$ cat src/rtl/fpu_mul_pkg.sv
// Shared definitions for the FPU mantissa multiplier path.
// Holds the FSM state encoding and the default operand and counter widths.
package fpu_mul_pkg;

  localparam int unsigned DEF_WIDTH = 8;
  localparam int unsigned DEF_CNT_W = 4;

  typedef enum logic [1:0] {
    ST_IDLE = 2'd0,
    ST_RUN  = 2'd1,
    ST_DONE = 2'd2
  } mul_state_e;

endpackage

$ cat src/rtl/products8.sv
// 8-bit partial-product row generator: gates the multiplicand with one multiplier bit.
// Ports:
//   mcand  - 8-bit multiplicand
//   sel    - multiplier bit selecting this row
//   row_c  - combinational row, mcand when sel=1, else 0
module products8 (
  input  logic [7:0] mcand,
  input  logic       sel,
  output logic [7:0] row_c
);

  assign row_c = mcand & {8{sel}};

endmodule

$ cat src/rtl/pp_shift_accumulator.sv
// Iterative unsigned shift-and-add mantissa multiplier.
// Each RUN cycle adds one gated partial-product row into a 2*WIDTH accumulator.
// Ports:
//   clk, rst   - clock, asynchronous active-high reset
//   in_valid   - operands a/b valid; in_ready - stage idle and accepting
//   out_valid  - product valid; out_ready - consumer takes the product
//   product    - registered a*b, held until the next result
// Optional feature macro PP_ACC_EARLY_TERM_EN: leave RUN as soon as the
// remaining multiplier bits are all zero.
module pp_shift_accumulator
  import fpu_mul_pkg::*;
#(
  parameter int unsigned WIDTH = DEF_WIDTH,
  parameter int unsigned CNT_W = DEF_CNT_W
) (
  input  logic                 clk,
  input  logic                 rst,
  input  logic                 in_valid,
  output logic                 in_ready,
  input  logic [WIDTH-1:0]     a,
  input  logic [WIDTH-1:0]     b,
  output logic                 out_valid,
  input  logic                 out_ready,
  output logic [2*WIDTH-1:0]   product
);

  localparam int unsigned PW = 2 * WIDTH;
  localparam logic [CNT_W-1:0] LAST_CNT = CNT_W'(WIDTH - 1);

  mul_state_e         state_q, state_d;
  logic [WIDTH-1:0]   mcand_q, mcand_d;
  logic [WIDTH-1:0]   mplier_q, mplier_d;
  logic [PW-1:0]      acc_q, acc_d;
  logic [CNT_W-1:0]   cnt_q, cnt_d;
  logic [PW-1:0]      product_q, product_d;
  logic               in_ready_q, in_ready_d;
  logic               out_valid_q, out_valid_d;
  logic [WIDTH-1:0]   row_c;
  logic               last_c;

  // Partial-product row for the current multiplier bit (unshifted multiplicand)
  if (WIDTH == 8) begin : g_row_p8
    products8 u_products8 (
      .mcand (mcand_q[7:0]),
      .sel   (mplier_q[0]),
      .row_c (row_c)
    );
  end else begin : g_row_and
    for (genvar i = 0; i < WIDTH; i++) begin : g_bit
      assign row_c[i] = mcand_q[i] & mplier_q[0];
    end
  end

  // Next-state and datapath update
  always_comb begin
    state_d   = state_q;
    mcand_d   = mcand_q;
    mplier_d  = mplier_q;
    acc_d     = acc_q;
    cnt_d     = cnt_q;
    product_d = product_q;
    last_c    = 1'b0;

    case (state_q)
      ST_IDLE: begin
        if (in_valid && in_ready_q) begin
          mcand_d  = a;
          mplier_d = b;
          acc_d    = '0;
          cnt_d    = '0;
          state_d  = ST_RUN;
        end
      end
      ST_RUN: begin
        acc_d    = acc_q + (PW'(row_c) << cnt_q);
        mplier_d = mplier_q >> 1;
        last_c   = (cnt_q == LAST_CNT);
`ifdef PP_ACC_EARLY_TERM_EN
        // Remaining multiplier bits all zero: nothing left to add
        if (mplier_d == '0) last_c = 1'b1;
`endif
        if (last_c) begin
          state_d   = ST_DONE;
          product_d = acc_d;
        end else begin
          // Counter stops at the final row so it never passes WIDTH-1
          cnt_d = cnt_q + CNT_W'(1);
        end
      end
      ST_DONE: begin
        if (out_ready) state_d = ST_IDLE;
      end
      default: state_d = ST_IDLE;
    endcase

    in_ready_d  = (state_d == ST_IDLE);
    out_valid_d = (state_d == ST_DONE);
  end

  // State and output registers
  always_ff @(posedge clk or posedge rst) begin
    if (rst) begin
      state_q     <= ST_IDLE;
      mcand_q     <= '0;
      mplier_q    <= '0;
      acc_q       <= '0;
      cnt_q       <= '0;
      product_q   <= '0;
      in_ready_q  <= 1'b1;
      out_valid_q <= 1'b0;
    end else begin
      state_q     <= state_d;
      mcand_q     <= mcand_d;
      mplier_q    <= mplier_d;
      acc_q       <= acc_d;
      cnt_q       <= cnt_d;
      product_q   <= product_d;
      in_ready_q  <= in_ready_d;
      out_valid_q <= out_valid_d;
    end
  end

  assign in_ready  = in_ready_q;
  assign out_valid = out_valid_q;
  assign product   = product_q;

endmodule
$ cat config.mk
export PLATFORM = sky130hd
export DESIGN_NAME = pp_shift_accumulator
export DESIGN_NICKNAME = d
export VERILOG_FILES = /design/src/rtl/fpu_mul_pkg.sv /design/src/rtl/products8.sv /design/src/rtl/pp_shift_accumulator.sv
export SDC_FILE = /design/constraint.sdc
export NUM_CORES = 1
export LEC_CHECK = 0
export CAP_MARGIN = 15
export CORE_MARGIN = 5
export CORE_UTILIZATION = 55
export CTS_BUF_LIST = sky130_fd_sc_hd__clkbuf_16
export DETAILED_ROUTE_END_ITERATION = 10
export PLACE_DENSITY = 0.75
export SETUP_SLACK_MARGIN = 0.2
export SYNTH_ARGS = -nofsm -noshare
export SYNTH_HDL_FRONTEND = slang
export SYNTH_SLANG_ARGS = --single-unit
export TNS_END_PERCENT = 50
$ cat constraint.sdc
create_clock -name clk -period 4.09 [get_ports clk]
set_input_delay 0.818 -clock clk [delete_from_list [all_inputs] [get_ports clk]]
set_output_delay 0.818 -clock clk [all_outputs]
set_load 0.01 [all_outputs]
==> impl_metrics.json <==
{
  "synth-compound-area-share": 0.201,
  "die_area_sq_um": 8030,
  "io-pin-count": 38,
  "timing.critical_path.to_type": "register",
  "peakVddDrop_mv": 0.614,
  "total_switching_power_mw": 1.60,
  "worst-path-max-fanout": 16,
  "synth_fa_ha_area_frac": 0.0632,
  "tritoncts_clock_tree": "yes",
  "routed-via-count": 2962,
  "dp_cells": 504,
  "sequentialPowerShare": 0.296,
  "number_of_library_cell_types_mapped_by_synthesis": 60,
  "fin_worst_skew_ns": 0.00726,
  "layout_worst_path_cycle_share": 0.838,
  "drt_iter0_markers": 121,
  "clkLatencyLatePin_ns": 0.29,
  "power-per-cell-area_nw_per_um2": 860,
  "die_width_um": 89.6,
  "critPathArrivalTime_ns": 3.61,
  "clk_root_buffer_cell": "clkbuf_16",
  "regToRegStartpoint": "cnt_q[0]",
  "fp-row-count": 29,
  "mappedNetlistArea_sq_um": 3490,
  "synth.ff_latch_count": 56,
  "cts_post_setup_buffers_inserted": 0,
  "initial_core_util": 0.559,
  "ff2ff_setup_slack_ns": 0.66,
  "hold_path.class": "reg2reg",
  "track_usage": 0.217,
  "slew_viol_final": 0,
  "crit_path_cell_trace": "mux2_2 > o21ai_0 > o32ai_1 > nand2_1 > nor2_1 > ha_1 > nand2_1 > nor3_1 > o21ai_1 > a311o_1 > a41o_1",
  "detail_route.wl_per_cell_um": 15.7,
  "detail_route.wirelength.met1_um": 3600,
  "die_h_um": 89.6,
  "dr_wl_met2_um": 4000,
  "timing.final.hold_violations": 0,
  "synth_top_family_by_area": "simple AND/OR/NAND/NOR gates",
  "syn-instance-count": 406,
  "critical_path.slowest_cell": "dfrtp_1",
  "detail_route.drc_violations": 0,
  "power.internal_mw": 1.88,
  "globalRouteOverflowTotal": 0,
  "numCtsBuffers": 5,
  "antenna_cells_inserted": 0,
  "data_required_time_at_the_worst_endpoint_ns": 4.27,
  "report.final.setup_viol": 0,
  "cp-endpoint": "acc_q[15]",
  "worst_r2r_path_depth": 11,
  "antenna_found_initial": 0,
  "routed_via_density": 5.79,
  "dp_hpwl_um": 6010,
  "ctsHtreeMaxLevel": 2,
  "post-route-min-period_ns": 3.43,
  "grt_pass1_vias": 2948,
  "unrepaired_setup_endpoints_after_global_routing": "no",
  "area_delta_synth_final_pct": 16.2,
  "design.final.nets": 471,
  "syn_avg_cell_area_sq_um": 8.59,
  "p_leak_nw": 1.87,
  "path_depth": 11,
  "drive_gt1_frac": 0.0690,
  "r2r-end": "acc_q[15]",
  "synth-xor-area-share": 0.0276,
  "yosysWarnings": 0,
  "crit_path_start": "cnt_q[0]",
  "hold_buffers": 0,
  "p_comb_frac": 0.580,
  "wire_length_of_the_first_global_routing_pass_um": 13700,
  "globalplace.congestion": 0.940,
  "synth_simple_gate_area_frac": 0.220,
  "critical-path-top-cell-by-count": "nand2_1",
  "placeableCoreArea_sq_um": 6240,
  "layout_commonest_cell": "nand2_1",
  "p_sw_frac": 0.459,
  "synth_enable_flop_cells": 0,
  "port-buffer-count": 37,
  "critical_path.max_stage_delay_ns": 0.73,
  "clkSlewWorstSetupHoldPaths_ns": 0.07,
  "fmaxAchievable_mhz": 292,
  "layout_common_cells": "88 x nand2_1, 55 x dfrtp_1, 37 x clkdlybuf4s50_1",
  "flip_flop_cell_with_the_highest_count_after_synthesis": "dfrtp_1",
  "finalSetupTns_ns": 0,
  "postSynthNetCount": 443,
  "status": "complete, no violations",
  "setup.worst_path.start_class": "register",
  "route.antenna.remaining_nets": 0,
  "crit_buf_inv": 0,
  "pin_count_of_the_biggest_net_entering_global_routing": 44,
  "worst-setup-path-type": "reg2reg",
  "tightestPinTransition_ns": 0.800,
  "drt_pass1_iterations": 4,
  "drv.max_cap_violation_count": 0,
  "critical-path-top-delay-family": "compound AO/OA/AOI/OAI gates",
  "wirelength_routed_um": 8050,
  "clock_sink_count": 56,
  "synthArstFlopShare": 1.00,
  "detailroute.wirelength.met3_um": 381,
  "timing.slew.headroom": 0.466,
  "final-instance-count-excl-fill": 512,
  "pwr-share-clk": 0.124,
  "final_core_utilization": 0.649,
  "route.top_layer_used": "met4",
  "cts_resized": 0,
  "synth_sequential_area_ratio": 0.402,
  "synth.area.mux_share": 0.0517,
  "clock_tree.buffer_depth": 2
}
==> kinds of logic (layout without fill, tap and decap cells) <==
group,after synthesis,after routing
compound gates,107,107
xor+xnor,11,11
fa+ha+maj,17,17
buf+inv,27,56
flops,56,56
mux,16,16
simple gates,172,172
==> per-layer routing <==
| layer | global-route usage | up-vias |
|---|---|---|
| met4 | 0.0622 | 0 |
| met3 | 0.0383 | 8 |
| met5 | 0 | - |
| li1 | - | 1499 |
| met2 | 0.362 | 53 |
| met1 | 0.289 | 1402 |
==> worst reg2reg max path: stages, from the launching register on <==
cell     delay, ns
dfrtp_1       0.73
mux2_2        0.41
o21ai_0       0.24
o32ai_1       0.14
nand2_1       0.13
nor2_1        0.06
ha_1          0.35
nand2_1       0.13
nor3_1        0.38
o21ai_1       0.18
a311o_1       0.35
a41o_1        0.23
==> Yosys cell counts, drive strengths merged (4+ instances only) <==
cell / n / area share
xor2: 7 / 0.018
nand3: 19 / 0.027
or3: 4 / 0.0072
mux2i: 9 / 0.026
buf: 9 / 0.014
a21oi: 17 / 0.024
nand2b: 6 / 0.011
nand2: 88 / 0.095
dfrtp: 55 / 0.39
a21o: 8 / 0.017
nor3: 8 / 0.011
clkbuf: 14 / 0.015
o21ai: 41 / 0.060
o22ai: 5 / 0.011
xnor2: 4 / 0.010
a31oi: 9 / 0.016
ha: 16 / 0.057
mux2: 7 / 0.026
inv: 4 / 0.0043
nor2b: 5 / 0.0090
nor2: 26 / 0.028
==> stage by stage <==
step | cell area (sq um) | worst slack [ns] | total power [mW] | hold slack, ns
final | 4050 | 0.661 | 3.48 | 0.475
after global routing | 4050 | 0.278 | 3.80 | 0.518
after CTS | 4050 | 0.701 | 3.50 | 0.481
after detailed placement | 3900 | 0.717 | 3.05 | 0.462
after global placement | 3900 | 0.783 | 3.01 | 0.459
after floorplan | 3490 | 1.17 | 2.50 | 0.462
==> sequential cells by signal (all words and copies together), names as in the netlist <==
name / flops
state_q: 2
in_ready: 1
product: 16
cnt_q: 4
mplier_q: 8
acc_q: 16
out_valid: 1
mcand_q: 8
==> power groups by stage <==
stage          Clock [mW]  Combinational, mW  Sequential, mW
5_1_grt             0.470               2.26            1.07
3_3_place_gp            0               1.98            1.03
3_5_place_dp            0               2.01            1.04
6_report            0.432               2.02            1.03
4_1_cts             0.444               2.02            1.03
2_1_floorplan           0               1.54           0.964
==> how the worst min path moves through the flow <==
stage | start | end | slack (ns) | cells after the start
after floorplan | mcand_q[3] | mcand_q[3] | 0.46 | 2
after global placement | product[0] | product[0] | 0.46 | 2
after detailed placement | product[1] | product[1] | 0.46 | 2
after CTS | product[1] | product[1] | 0.48 | 2
after global routing | product[2] | product[2] | 0.52 | 2
final | product[0] | product[0] | 0.48 | 2
==> cell type report <==
type,count,area [sq um]
clock buffer,5,125
multi-input combinational,323,1970
timing repair buffer,44,423
fill,541,2190
clock inverter,3,22.5
inverter,4,15.0
sequential,56,1400
tap,77,96.3
No activity file was read; power rests on OpenSTA's default activity.
